**src/rtl/uart_pkg.sv**
```systemverilog
// Shared definitions for the UART receive controller slice: baud and parity
// codes, error bit positions, controller state codes and FIFO entry width.
// Optional build macro RX_ERR_KEEP_EN widens FIFO entries to carry the
// 3-bit error tag alongside the data byte.
package uart_pkg;

  localparam logic [1:0] BAUD_2400  = 2'b00;
  localparam logic [1:0] BAUD_4800  = 2'b01;
  localparam logic [1:0] BAUD_9600  = 2'b10;
  localparam logic [1:0] BAUD_19200 = 2'b11;

  localparam logic [1:0] PAR_NONE = 2'b00;
  localparam logic [1:0] PAR_ODD  = 2'b01;
  localparam logic [1:0] PAR_EVEN = 2'b10;

  localparam int ERR_PARITY = 0;
  localparam int ERR_START  = 1;
  localparam int ERR_STOP   = 2;

  localparam logic [2:0] ST_IDLE    = 3'd0;
  localparam logic [2:0] ST_RECV    = 3'd1;
  localparam logic [2:0] ST_CAPTURE = 3'd2;
  localparam logic [2:0] ST_RECONF  = 3'd3;
  localparam logic [2:0] ST_GUARD   = 3'd4;

`ifdef RX_ERR_KEEP_EN
  localparam int ENTRY_W = 11;
`else
  localparam int ENTRY_W = 8;
`endif

  // Increment an 8-bit counter, holding at its maximum value.
  function automatic logic [7:0] sat_inc8(input logic [7:0] v);
    return (v == 8'hFF) ? v : v + 8'd1;
  endfunction

endpackage

```
**src/rtl/uart_sync_fifo.sv**
```systemverilog
// Synchronous FIFO with a registered head output. Pointers carry one extra
// bit so full and empty are told apart when the address bits match.
// A push while full is taken only if a pop happens in the same cycle.
module uart_sync_fifo #(
  parameter int WIDTH = 8,
  parameter int DEPTH = 8
) (
  input  logic                   clock,
  input  logic                   reset_n,
  input  logic                   push,
  input  logic                   pop,
  input  logic [WIDTH-1:0]       wdata,
  output logic [WIDTH-1:0]       rdata,
  output logic                   full,
  output logic                   empty,
  output logic [$clog2(DEPTH):0] level
);

  localparam int AW = $clog2(DEPTH);

  logic [WIDTH-1:0] mem [DEPTH];
  logic [AW:0]      wr_ptr;
  logic [AW:0]      rd_ptr;
  logic [AW:0]      wr_nxt;
  logic [AW:0]      rd_nxt;
  logic             do_push;
  logic             do_pop;

  assign empty   = (wr_ptr == rd_ptr);
  assign full    = (wr_ptr[AW] != rd_ptr[AW]) && (wr_ptr[AW-1:0] == rd_ptr[AW-1:0]);
  assign level   = wr_ptr - rd_ptr;
  assign do_pop  = pop & ~empty;
  assign do_push = push & (~full | do_pop);
  assign wr_nxt  = do_push ? wr_ptr + (AW+1)'(1) : wr_ptr;
  assign rd_nxt  = do_pop  ? rd_ptr + (AW+1)'(1) : rd_ptr;

  // Advance read and write pointers on accepted pushes and pops.
  always_ff @(posedge clock) begin
    if (!reset_n) begin
      wr_ptr <= '0;
      rd_ptr <= '0;
    end else begin
      wr_ptr <= wr_nxt;
      rd_ptr <= rd_nxt;
    end
  end

  // Store accepted bytes; storage needs no reset since pointers gate reads.
  always_ff @(posedge clock) begin
    if (do_push) begin
      mem[wr_ptr[AW-1:0]] <= wdata;
    end
  end

  // Keep the head register equal to the entry that will be at the front
  // after this edge, bypassing the write data when it becomes the head.
  always_ff @(posedge clock) begin
    if (!reset_n) begin
      rdata <= '0;
    end else if (wr_nxt == rd_nxt) begin
      rdata <= '0;
    end else if (do_push && (rd_nxt[AW-1:0] == wr_ptr[AW-1:0])) begin
      rdata <= wdata;
    end else begin
      rdata <= mem[rd_nxt[AW-1:0]];
    end
  end

endmodule

```
**src/rtl/uart_rx_ctrl.sv**
```systemverilog
// Host-side controller for the RxUnit receiver. Owns parity/baud config and
// applies host writes only while the receiver is idle, followed by a guard
// interval. Captures frames on rising edges of done, buffers good bytes in
// a FIFO, and keeps sticky overrun and a saturating error count.
// Build macro RX_ERR_KEEP_EN: errored frames are also queued with their tag.
module uart_rx_ctrl
  import uart_pkg::*;
#(
  parameter int         DEPTH      = 8,
  parameter int         CFG_GUARD  = 16,
  parameter logic [1:0] RST_BAUD   = BAUD_9600,
  parameter logic [1:0] RST_PARITY = PAR_NONE
) (
  input  logic                   clock,
  input  logic                   reset_n,
  input  logic                   cfg_wr,
  input  logic [1:0]             cfg_parity,
  input  logic [1:0]             cfg_baud,
  output logic                   cfg_busy,
  output logic [1:0]             parity_type,
  output logic [1:0]             baud_rate,
  input  logic                   rx_active_flag,
  input  logic                   rx_done_flag,
  input  logic [2:0]             rx_error_flag,
  input  logic [7:0]             rx_data,
  output logic [7:0]             m_data,
  output logic [2:0]             m_err,
  output logic                   m_valid,
  input  logic                   m_ready,
  output logic [$clog2(DEPTH):0] fifo_level,
  output logic                   overrun,
  output logic [7:0]             err_cnt,
  input  logic                   clear_stats
);

  localparam int GW = (CFG_GUARD > 1) ? $clog2(CFG_GUARD) : 1;

  logic [2:0]         state;
  logic [2:0]         state_nxt;
  logic               done_q;
  logic               done_edge;
  logic               pend_valid;
  logic [1:0]         pend_parity;
  logic [1:0]         pend_baud;
  logic [GW-1:0]      guard_cnt;
  logic               is_capture;
  logic               frame_err;
  logic               push_req;
  logic               pop;
  logic               drop;
  logic               fifo_full;
  logic               fifo_empty;
  logic [ENTRY_W-1:0] fifo_wdata;
  logic [ENTRY_W-1:0] fifo_head;

  assign done_edge  = rx_done_flag & ~done_q;
  assign is_capture = (state == ST_CAPTURE);
  assign frame_err  = |rx_error_flag;
  assign cfg_busy   = pend_valid | (state == ST_RECONF) | (state == ST_GUARD);
  assign m_valid    = ~fifo_empty;
  assign pop        = m_valid & m_ready;
  assign drop       = push_req & fifo_full & ~pop;
  assign m_data     = fifo_head[7:0];

`ifdef RX_ERR_KEEP_EN
  assign push_req   = is_capture;
  assign fifo_wdata = {rx_error_flag, rx_data};
  assign m_err      = fifo_head[10:8];
`else
  assign push_req   = is_capture & ~frame_err;
  assign fifo_wdata = rx_data;
  assign m_err      = 3'b000;
`endif

  // Remember the previous done level so only rising edges start a capture.
  always_ff @(posedge clock) begin
    if (!reset_n) begin
      done_q <= 1'b0;
    end else begin
      done_q <= rx_done_flag;
    end
  end

  // Next-state logic; a pending config wins over a new frame when idle.
  always_comb begin
    state_nxt = state;
    case (state)
      ST_IDLE: begin
        if (pend_valid && !rx_active_flag) begin
          state_nxt = ST_RECONF;
        end else if (done_edge) begin
          state_nxt = ST_CAPTURE;
        end else if (rx_active_flag) begin
          state_nxt = ST_RECV;
        end
      end
      ST_RECV: begin
        if (done_edge) begin
          state_nxt = ST_CAPTURE;
        end else if (!rx_active_flag) begin
          state_nxt = ST_IDLE;
        end
      end
      ST_CAPTURE: state_nxt = ST_IDLE;
      ST_RECONF:  state_nxt = ST_GUARD;
      ST_GUARD: begin
        if (guard_cnt == '0) begin
          state_nxt = ST_IDLE;
        end
      end
      default:    state_nxt = ST_IDLE;
    endcase
  end

  // Controller state register.
  always_ff @(posedge clock) begin
    if (!reset_n) begin
      state <= ST_IDLE;
    end else begin
      state <= state_nxt;
    end
  end

  // Hold the latest host config write and apply it in the reconfig cycle.
  always_ff @(posedge clock) begin
    if (!reset_n) begin
      pend_valid  <= 1'b0;
      pend_parity <= RST_PARITY;
      pend_baud   <= RST_BAUD;
      parity_type <= RST_PARITY;
      baud_rate   <= RST_BAUD;
    end else begin
      if (cfg_wr) begin
        pend_valid  <= 1'b1;
        pend_parity <= cfg_parity;
        pend_baud   <= cfg_baud;
      end else if (state == ST_RECONF) begin
        pend_valid <= 1'b0;
      end
      if (state == ST_RECONF) begin
        parity_type <= pend_parity;
        baud_rate   <= pend_baud;
      end
    end
  end

  // Guard interval counter loaded on apply and run down while guarding.
  always_ff @(posedge clock) begin
    if (!reset_n) begin
      guard_cnt <= '0;
    end else if (state == ST_RECONF) begin
      guard_cnt <= GW'(CFG_GUARD - 1);
    end else if ((state == ST_GUARD) && (guard_cnt != '0)) begin
      guard_cnt <= guard_cnt - GW'(1);
    end
  end

  // Sticky overrun and saturating error count; a clear request wins.
  always_ff @(posedge clock) begin
    if (!reset_n) begin
      overrun <= 1'b0;
      err_cnt <= 8'd0;
    end else if (clear_stats) begin
      overrun <= 1'b0;
      err_cnt <= 8'd0;
    end else begin
      if (drop) begin
        overrun <= 1'b1;
      end
      if (is_capture && frame_err) begin
        err_cnt <= sat_inc8(err_cnt);
      end
    end
  end

  uart_sync_fifo #(
    .WIDTH (ENTRY_W),
    .DEPTH (DEPTH)
  ) u_fifo (
    .clock   (clock),
    .reset_n (reset_n),
    .push    (push_req),
    .pop     (pop),
    .wdata   (fifo_wdata),
    .rdata   (fifo_head),
    .full    (fifo_full),
    .empty   (fifo_empty),
    .level   (fifo_level)
  );

endmodule

```
**config.mk**
```make
export PLATFORM = sky130hd
export DESIGN_NAME = uart_rx_ctrl
export DESIGN_NICKNAME = d
export VERILOG_FILES = /design/src/rtl/uart_pkg.sv /design/src/rtl/uart_sync_fifo.sv /design/src/rtl/uart_rx_ctrl.sv
export SDC_FILE = /design/constraint.sdc
export NUM_CORES = 1
export LEC_CHECK = 0
export CAP_MARGIN = 20
export CELL_PAD_IN_SITES_DETAIL_PLACEMENT = 1
export CELL_PAD_IN_SITES_GLOBAL_PLACEMENT = 1
export CORE_MARGIN = 2
export CORE_UTILIZATION = 48
export CTS_BUF_LIST = sky130_fd_sc_hd__clkbuf_4
export CTS_CLUSTER_SIZE = 14
export DETAILED_ROUTE_END_ITERATION = 7
export GPL_ROUTABILITY_DRIVEN = 0
export PLACE_DENSITY = 0.86
export SLEW_MARGIN = 20
export SYNTH_ARGS = -nofsm -noshare
export SYNTH_HDL_FRONTEND = slang
export SYNTH_HIERARCHICAL = 1
export SYNTH_SLANG_ARGS = --single-unit
```
**constraint.sdc**
```tcl
create_clock -name clock -period 4.5 [get_ports clock]
set_clock_uncertainty 0.1 [all_clocks]
set_input_delay 1.125 -clock clock [delete_from_list [all_inputs] [get_ports clock]]
set_output_delay 1.125 -clock clock [all_outputs]
set_load 0.05 [all_outputs]
```
==> impl_metrics.prom, run 1 <==
# TYPE chip_impl_metric gauge
chip_impl_info{name="cell_at_the_root_of_the_clock_tree",value="sky130_fd_sc_hd__clkbuf_4"} 1
chip_impl_metric{name="std_cell_rows",unit=""} 39
chip_impl_metric{name="dpl-instance-area",unit="sq um"} 6150
chip_impl_metric{name="final-seq-area",unit="sq um"} 2760
chip_impl_metric{name="final-setup-viol-count",unit=""} 0
chip_impl_metric{name="final-max-slew-violation-count",unit=""} 0
chip_impl_info{name="rsz0062_at_grt",value="no"} 1
chip_impl_metric{name="final_area",unit="sq um"} 6340
chip_impl_metric{name="cts-buffers-inserted",unit=""} 9
chip_impl_metric{name="powerDensity",unit="nW/um^2"} 279
chip_impl_metric{name="count_of_flip_flops_with_a_built_in_enable_after_synthesis",unit=""} 64
chip_impl_info{name="tritoncts",value="yes"} 1
chip_impl_metric{name="drc",unit=""} 0
chip_impl_metric{name="clk_transition_reported_paths",unit="ns"} 0.15
chip_impl_info{name="uppermost_routed_layer",value="met4"} 1
chip_impl_metric{name="initial_core_util",unit=""} 0.486
chip_impl_metric{name="muxShareOfSynthArea",unit=""} 0.144
chip_impl_metric{name="grtUsageTotal",unit=""} 0.235
chip_impl_info{name="worstSetupStartpointType",value="flop"} 1
chip_impl_info{name="critical-path-slowest-cell",value="sky130_fd_sc_hd__clkdlybuf4s50_1"} 1
chip_impl_metric{name="worst_hold_path.num_cells",unit=""} 2
chip_impl_metric{name="half_perimeter_wire_length_after_detailed_placement",unit="microns"} 9750
chip_impl_info{name="worst_hold_startpoint",value="pend_parity[1]"} 1
chip_impl_metric{name="maxClockFrequency",unit="MHz"} 250
chip_impl_metric{name="leakage",unit="nW"} 2.06
chip_impl_info{name="crit_type",value="flop to primary output"} 1
chip_impl_metric{name="multi_input_gate_area_in_the_final_layout",unit="sq um"} 2530
chip_impl_metric{name="critical_path.max_fanout",unit=""} 7
chip_impl_metric{name="tritoncts_num_sinks",unit=""} 106
chip_impl_metric{name="synth_adder_area_share",unit=""} 0.0196
chip_impl_metric{name="fin_worst_hold_slack",unit="ns"} 0.385
chip_impl_metric{name="area_share_of_and_or_nand_nor_cells_after_synthesis",unit=""} 0.119
chip_impl_metric{name="max-slew-margin-rel",unit=""} 0.550
chip_impl_metric{name="grt_pass1_vias",unit=""} 4295
chip_impl_info{name="reg_to_reg_end",value="u_fifo/rdata[6]"} 1
chip_impl_info{name="timing.critical_path.to_type",value="primary output"} 1
chip_impl_metric{name="m1WireLength",unit="microns"} 6050
chip_impl_metric{name="max-vdd-ir-drop",unit="mV"} 0.179
chip_impl_metric{name="wl_per_cell",unit="microns"} 21.8
chip_impl_metric{name="clock_tree.htree_level_count",unit=""} 3
chip_impl_metric{name="post_cts.repair.setup_buffers",unit=""} 0
chip_impl_metric{name="synth_compound_gate_area_share",unit=""} 0.135
chip_impl_info{name="r2r_start",value="u_fifo/wr_ptr[0]"} 1
chip_impl_metric{name="internal_power",unit="mW"} 1.39
chip_impl_metric{name="clockBufferDepth",unit=""} 2
chip_impl_info{name="critPathTopFamily",value="buffers and inverters"} 1
chip_impl_metric{name="slack_of_the_worst_reg_to_reg_path",unit="ns"} 0.56
chip_impl_info{name="min_to",value="parity_type[1]"} 1
chip_impl_metric{name="wl_met2",unit="microns"} 7230
chip_impl_info{name="critical_path.cell_chain",value="inv_1 > ha_1 > fa_1 > xnor2_1 > clkdlybuf4s50_1"} 1
chip_impl_info{name="result_of_the_run",value="complete, no violations"} 1
chip_impl_metric{name="wire_length_of_the_first_global_routing_pass",unit="microns"} 22800
chip_impl_metric{name="hold_viol",unit=""} 0
chip_impl_info{name="postSynth.topFlopCell",value="sky130_fd_sc_hd__edfxtp_1"} 1
chip_impl_metric{name="vias",unit=""} 4012
chip_impl_metric{name="nFillCells",unit=""} 1168
chip_impl_metric{name="shortest_period_the_worst_path_allows",unit="ns"} 4.01
chip_impl_metric{name="seqPwrFrac",unit=""} 0.588
chip_impl_metric{name="synth_cell_types",unit=""} 68
chip_impl_metric{name="maximum_number_of_pins_on_one_net_before_global_route_repair",unit=""} 37
chip_impl_metric{name="met3_wirelength",unit="microns"} 739
chip_impl_metric{name="fp.dieH",unit="microns"} 111
chip_impl_metric{name="yosysWarningCount",unit=""} 6
chip_impl_metric{name="finish.net_count",unit=""} 534
chip_impl_metric{name="switching_share",unit=""} 0.215
chip_impl_metric{name="final.period_utilization",unit=""} 0.890
chip_impl_metric{name="post_cts_resized",unit=""} 0
chip_impl_metric{name="design.portCount",unit=""} 52
chip_impl_metric{name="antenna_found_initial",unit=""} 1
chip_impl_metric{name="sequential_element_share_of_the_synthesized_area",unit=""} 0.502
chip_impl_metric{name="yosys_register_bits",unit=""} 106
chip_impl_metric{name="r2r.worst_path.cells",unit=""} 11
chip_impl_info{name="worst_setup_path_startpoint",value="u_fifo/wr_ptr[0]"} 1
chip_impl_metric{name="syn2layout_area_growth",unit="%"} 15.4
chip_impl_metric{name="die_width",unit="microns"} 111
chip_impl_metric{name="cp_slowest_stage_delay",unit="ns"} 0.82
chip_impl_metric{name="netlist_area",unit="sq um"} 5500
chip_impl_metric{name="cp_data_arrival_time",unit="ns"} 2.78
chip_impl_metric{name="number_of_violations_reported_at_the_end_of_detailed_routing_iteration_0",unit=""} 245
chip_impl_metric{name="combinationalPowerShare",unit=""} 0.055
chip_impl_metric{name="synth_xor_xnor_area_share",unit=""} 0.0412
chip_impl_metric{name="postRouteAntennaNets",unit=""} 0
chip_impl_metric{name="async_reset_ff_frac",unit=""} 0
chip_impl_metric{name="core_region_area",unit="sq um"} 11300
chip_impl_metric{name="drt-total-wl",unit="microns"} 14200
chip_impl_metric{name="critPathRequiredTime",unit="ns"} 3.27
chip_impl_metric{name="totalNegativeSetupSlack",unit="ns"} 0
chip_impl_metric{name="dieArea",unit="sq um"} 12300
chip_impl_metric{name="p_switching",unit="mW"} 0.381
chip_impl_metric{name="clock_insertion_delay_worst_skew",unit="ns"} 0.46
chip_impl_metric{name="tightestPinTransition",unit="ns"} 0.675
chip_impl_info{name="timing.hold.worst.class",value="flop to flop"} 1
chip_impl_metric{name="cts_hold_buffers",unit=""} 0
chip_impl_metric{name="firstDrtPassIters",unit=""} 5
chip_impl_metric{name="timing.max_cap.violations",unit=""} 0
chip_impl_metric{name="grt_overflow",unit=""} 0
chip_impl_metric{name="avgSynthCellArea",unit="sq um"} 12.1
chip_impl_metric{name="post_synth_inst_count",unit=""} 456
chip_impl_metric{name="clkPwrFrac",unit=""} 0.357
chip_impl_info{name="final_common_cell",value="sky130_fd_sc_hd__edfxtp_1"} 1
chip_impl_metric{name="crit_buf_inv",unit=""} 2
chip_impl_metric{name="drive_above_1_share",unit=""} 0.167
chip_impl_info{name="layout_common_cells",value="64 x sky130_fd_sc_hd__edfxtp_1, 46 x sky130_fd_sc_hd__clkdlybuf4s50_1, 42 x sky130_fd_sc_hd__dfxtp_1"} 1
chip_impl_metric{name="port_buffers",unit=""} 48
chip_impl_info{name="largest_family_of_logic_cells_by_synthesized_area",value="multiplexers"} 1
chip_impl_metric{name="viasPerCell",unit=""} 6.14
==> cell families (layout without fill, tap and decap cells) <==
logic type / after synthesis / count (layout)
flip-flops: 106 / 106
adder cells (fa/ha/maj): 8 / 8
multiplexers: 55 / 55
buffers and inverters: 46 / 97
AO/OA/AOI/OAI: 99 / 99
other: 1 / 4
AND/OR/NAND/NOR: 119 / 119
XOR/XNOR: 22 / 22
==> how the worst max path moves through the flow <==
| stage | endpoint | slack, ns | depth (start not counted) |
|---|---|---|---|
| 3_3_place_gp | u_fifo/rdata[5] | 0.59 | 9 |
| 2_1_floorplan | u_fifo/rdata[3] | 0.90 | 13 |
| 5_1_grt | u_fifo/rdata[5] | 0.19 | 11 |
| 6_report | fifo_level[2] | 0.49 | 5 |
| 4_1_cts | fifo_level[2] | 0.47 | 5 |
| 3_5_place_dp | u_fifo/rdata[5] | 0.53 | 9 |
==> worst min-delay path, cell delays in order, from the launching register on <==
cell	delay [ns]
sky130_fd_sc_hd__dfxtp_1	0.34
sky130_fd_sc_hd__nand2_1	0.05
sky130_fd_sc_hd__a21boi_0	0.06
==> through the flow <==
step / utilization / setup WS, ns / power (mW) / instances
5_1_grt: 0.560 / 0.194 / 1.83 / 653
2_1_floorplan: - / 0.896 / 1.12 / 458
3_5_place_dp: 0.543 / 0.530 / 1.16 / 636
3_3_place_gp: 0.543 / 0.590 / 1.15 / 636
4_1_cts: 0.560 / 0.474 / 1.78 / 652
6_report: 0.560 / 0.495 / 1.77 / 653
==> flip-flops by register name (all words and copies together), names as in the netlist, 3 cells and up <==
signal         count
u_fifo/mem        64
err_cnt            8
u_fifo/rdata       8
guard_cnt          4
u_fifo/rd_ptr      4
u_fifo/wr_ptr      4
state              3
==> synth_stat cells, types with 2 or more instances <==
cell type | number | area [sq um]
sky130_fd_sc_hd__edfxtp_1 | 64 | 1920
sky130_fd_sc_hd__dfxtp_1 | 42 | 841
sky130_fd_sc_hd__nor2_1 | 24 | 90.1
sky130_fd_sc_hd__a21oi_1 | 23 | 115
sky130_fd_sc_hd__mux2i_1 | 22 | 220
sky130_fd_sc_hd__nand2_1 | 21 | 78.8
sky130_fd_sc_hd__mux4_2 | 18 | 405
sky130_fd_sc_hd__nor2b_1 | 18 | 113
sky130_fd_sc_hd__a211oi_1 | 16 | 120
sky130_fd_sc_hd__clkbuf_1 | 15 | 56.3
sky130_fd_sc_hd__xnor2_1 | 15 | 131
sky130_fd_sc_hd__inv_1 | 14 | 52.6
sky130_fd_sc_hd__mux2_2 | 14 | 158
sky130_fd_sc_hd__nor3_1 | 12 | 60.1
sky130_fd_sc_hd__o21ai_0 | 9 | 45.0
sky130_fd_sc_hd__buf_2 | 8 | 40.0
sky130_fd_sc_hd__o31ai_1 | 8 | 60.1
sky130_fd_sc_hd__ha_1 | 7 | 87.6
sky130_fd_sc_hd__o221ai_1 | 7 | 61.3
sky130_fd_sc_hd__or4_1 | 7 | 52.6
sky130_fd_sc_hd__a31oi_1 | 6 | 37.5
sky130_fd_sc_hd__nand3_1 | 6 | 30.0
sky130_fd_sc_hd__and2_1 | 5 | 31.3
sky130_fd_sc_hd__nand4_1 | 5 | 31.3
sky130_fd_sc_hd__a2111oi_0 | 4 | 35.0
sky130_fd_sc_hd__nand2b_1 | 4 | 25.0
sky130_fd_sc_hd__xor2_1 | 4 | 35.0
sky130_fd_sc_hd__a2111oi_2 | 3 | 45.0
sky130_fd_sc_hd__a21boi_0 | 3 | 22.5
sky130_fd_sc_hd__and3_1 | 3 | 18.8
sky130_fd_sc_hd__buf_1 | 3 | 11.3
sky130_fd_sc_hd__buf_4 | 3 | 22.5
sky130_fd_sc_hd__nor4_1 | 3 | 18.8
sky130_fd_sc_hd__o21a_1 | 3 | 22.5
sky130_fd_sc_hd__a2111oi_1 | 2 | 20.0
sky130_fd_sc_hd__a211o_1 | 2 | 17.5
sky130_fd_sc_hd__buf_6 | 2 | 22.5
==> cell type report <==
cell class,count,area share
Sequential cell,106,0.435
Multi-Input combinational cell,306,0.400
Tap cell,143,0.0282
Clock buffer,10,0.0118
Inverter,14,0.00828
Antenna cell,1,0.000394
Timing Repair Buffer,67,0.0974
Clock inverter,6,0.0189
==> metal layers <==
metal,vias up,global-route usage
met2,122,0.396
li1,1839,-
met5,-,0
met3,19,0.0459
met4,0,0.0905
met1,2032,0.303
==> power groups by stage <==
stage	Clock, mW	Sequential (mW)	Combinational, mW
6_report	0.633	1.04	0.0972
5_1_grt	0.680	1.04	0.105
4_1_cts	0.644	1.04	0.0977
3_5_place_dp	0	1.06	0.0972
3_3_place_gp	0	1.06	0.0924
2_1_floorplan	0	1.07	0.0487
Note: power is estimated with default switching activity, not from simulation.
==> inputs of run 2 (changes only) <==
Settings changed: CAP_MARGIN 20 to 30, CTS_CLUSTER_DIAMETER set to 150.
==> results of run 2 <==
Final layout, timing and power as in run 1 (identical DEF).
==> inputs of run 3 (changes only) <==
Settings changed: RECOVER_POWER set to 25, SLEW_MARGIN 20 to 10.
==> impl_metrics.prom, run 3 (synthesis gave the netlist of run 1 again) <==
# TYPE chip_impl_metric gauge
chip_impl_info{name="tritoncts",value="yes"} 1
chip_impl_info{name="worstSetupStartpointType",value="flop"} 1
chip_impl_metric{name="syn2layout_area_growth",unit="%"} 15.4
chip_impl_metric{name="drt-total-wl",unit="microns"} 14200
chip_impl_metric{name="initial_core_util",unit=""} 0.486
chip_impl_metric{name="slack_of_the_worst_reg_to_reg_path",unit="ns"} 0.57
chip_impl_metric{name="finish.net_count",unit=""} 534
chip_impl_metric{name="vias",unit=""} 3990
chip_impl_metric{name="post-route-util",unit=""} 0.560
chip_impl_metric{name="drive_above_1_share",unit=""} 0.167
chip_impl_metric{name="maxClockFrequency",unit="MHz"} 250
chip_impl_metric{name="grt_pass1_vias",unit=""} 4295
chip_impl_info{name="layout_common_cells",value="64 x sky130_fd_sc_hd__edfxtp_1, 42 x sky130_fd_sc_hd__dfxtp_1, 38 x sky130_fd_sc_hd__clkdlybuf4s50_1"} 1
chip_impl_metric{name="post_cts.repair.setup_buffers",unit=""} 0
chip_impl_metric{name="final-setup-viol-count",unit=""} 0
chip_impl_metric{name="totalNegativeSetupSlack",unit="ns"} 0
chip_impl_metric{name="half_perimeter_wire_length_after_detailed_placement",unit="microns"} 9750
chip_impl_metric{name="final-max-slew-violation-count",unit=""} 0
chip_impl_info{name="critical-path-slowest-cell",value="sky130_fd_sc_hd__clkdlybuf4s50_1"} 1
chip_impl_metric{name="post_cts_resized",unit=""} 0
chip_impl_metric{name="clockBufferDepth",unit=""} 2
chip_impl_metric{name="max-vdd-ir-drop",unit="mV"} 0.179
chip_impl_info{name="cell_at_the_root_of_the_clock_tree",value="sky130_fd_sc_hd__clkbuf_4"} 1
chip_impl_info{name="crit_type",value="flop to primary output"} 1
chip_impl_metric{name="cts-buffers-inserted",unit=""} 9
chip_impl_metric{name="grtUsageTotal",unit=""} 0.235
chip_impl_metric{name="cp_slowest_stage_delay",unit="ns"} 0.82
chip_impl_metric{name="std_cell_rows",unit=""} 39
chip_impl_metric{name="viasPerCell",unit=""} 6.11
chip_impl_metric{name="drc",unit=""} 0
chip_impl_metric{name="largest_register_ffs",unit=""} 64
chip_impl_metric{name="shortest_period_the_worst_path_allows",unit="ns"} 4.00
chip_impl_metric{name="postRouteAntennaNets",unit=""} 0
chip_impl_metric{name="die_width",unit="microns"} 111
chip_impl_metric{name="hold_viol",unit=""} 0
chip_impl_metric{name="design.portCount",unit=""} 52
chip_impl_metric{name="grt_overflow",unit=""} 0
chip_impl_metric{name="cp_data_arrival_time",unit="ns"} 2.78
chip_impl_metric{name="cts_hold_buffers",unit=""} 0
chip_impl_metric{name="critical_path.max_fanout",unit=""} 7
chip_impl_info{name="timing.critical_path.to_type",value="primary output"} 1
chip_impl_info{name="timing.hold.worst.class",value="flop to flop"} 1
chip_impl_metric{name="dpl-instance-area",unit="sq um"} 6150
chip_impl_metric{name="clk_transition_reported_paths",unit="ns"} 0.15
chip_impl_metric{name="powerDensity",unit="nW/um^2"} 279
chip_impl_metric{name="port_buffers",unit=""} 48
chip_impl_metric{name="firstDrtPassIters",unit=""} 4
chip_impl_metric{name="fp.dieH",unit="microns"} 111
chip_impl_metric{name="critPathRequiredTime",unit="ns"} 3.27
chip_impl_info{name="result_of_the_run",value="complete, no violations"} 1
chip_impl_metric{name="clock_tree.htree_level_count",unit=""} 3
chip_impl_info{name="critical_path.cell_chain",value="inv_1 > ha_1 > fa_1 > xnor2_1 > clkdlybuf4s50_1"} 1
chip_impl_metric{name="dieArea",unit="sq um"} 12300
chip_impl_info{name="rsz0062_at_grt",value="no"} 1
chip_impl_metric{name="nFillCells",unit=""} 1168
chip_impl_metric{name="wire_length_of_the_first_global_routing_pass",unit="microns"} 22800
chip_impl_metric{name="max-slew-margin-rel",unit=""} 0.553
chip_impl_metric{name="final_area",unit="sq um"} 6340
chip_impl_metric{name="number_of_violations_reported_at_the_end_of_detailed_routing_iteration_0",unit=""} 245
chip_impl_metric{name="timing.max_cap.violations",unit=""} 0
chip_impl_metric{name="maximum_number_of_pins_on_one_net_before_global_route_repair",unit=""} 37
chip_impl_metric{name="core_region_area",unit="sq um"} 11300
chip_impl_metric{name="tightestPinTransition",unit="ns"} 0.670
chip_impl_metric{name="tritoncts_num_sinks",unit=""} 106
chip_impl_metric{name="final.period_utilization",unit=""} 0.890
chip_impl_metric{name="wl_per_cell",unit="microns"} 21.8
chip_impl_metric{name="antenna_found_initial",unit=""} 1
chip_impl_info{name="final_common_cell",value="sky130_fd_sc_hd__edfxtp_1"} 1
chip_impl_metric{name="leakage",unit="nW"} 2.06
chip_impl_metric{name="clock_insertion_delay_worst_skew",unit="ns"} 0.46
run 3: routing by layer:
| metal | up-vias | GRT usage | wire [microns] |
|---|---|---|---|
| li1 | 1840 | - | - |
| met1 | 2019 | 0.303 | 5890 |
| met2 | 107 | 0.396 | 7230 |
| met3 | 24 | 0.0459 | 810 |
| met4 | 0 | 0.0905 | 274 |
| met5 | - | 0 | 0 |
run 3: path summary, 6_finish.rpt:
check                                       from              end  cells past startpoint
worst max-delay path            u_fifo/wr_ptr[0]    fifo_level[2]                      5
worst min-delay path              pend_parity[1]   parity_type[1]                      2
worst min register to register    pend_parity[1]   parity_type[1]                      2
worst max register to register  u_fifo/wr_ptr[0]  u_fifo/rdata[6]                     11
run 3: report_power, final:
group	switching, mW	internal, mW
logic	0.0580	0.0380
registers	0.00621	1.04
clock network	0.316	0.316
run 3: through the flow:
step / hold WS [ns] / power [mW] / worst slack, ns / instances
2_1_floorplan: 0.340 / 1.12 / 0.896 / 458
3_5_place_dp: 0.362 / 1.16 / 0.530 / 636
5_1_grt: 0.420 / 1.83 / 0.194 / 653
6_report: 0.385 / 1.77 / 0.496 / 653
4_1_cts: 0.392 / 1.78 / 0.474 / 652
3_3_place_gp: 0.354 / 1.15 / 0.590 / 636
run 3: critical path, delay by kind of cell (launching register included):
family,cells,cell delay (ns)
xor gates and xnor gates,1,0.17
adders and majority gates,2,0.64
DFF,1,0.53
buffers and inverters,2,0.98
run 3: area by class of cell:
type                            instances  area (sq um)  area share
Tap cell                              143           179      0.0282
Multi-Input combinational cell        306          2530       0.400
Sequential cell                       106          2760       0.435
Timing Repair Buffer                   67           618      0.0974
Clock buffer                           10          75.1      0.0118
Antenna cell                            1          2.50    0.000394
Clock inverter                          6           120      0.0189
Inverter                               14          52.6     0.00828
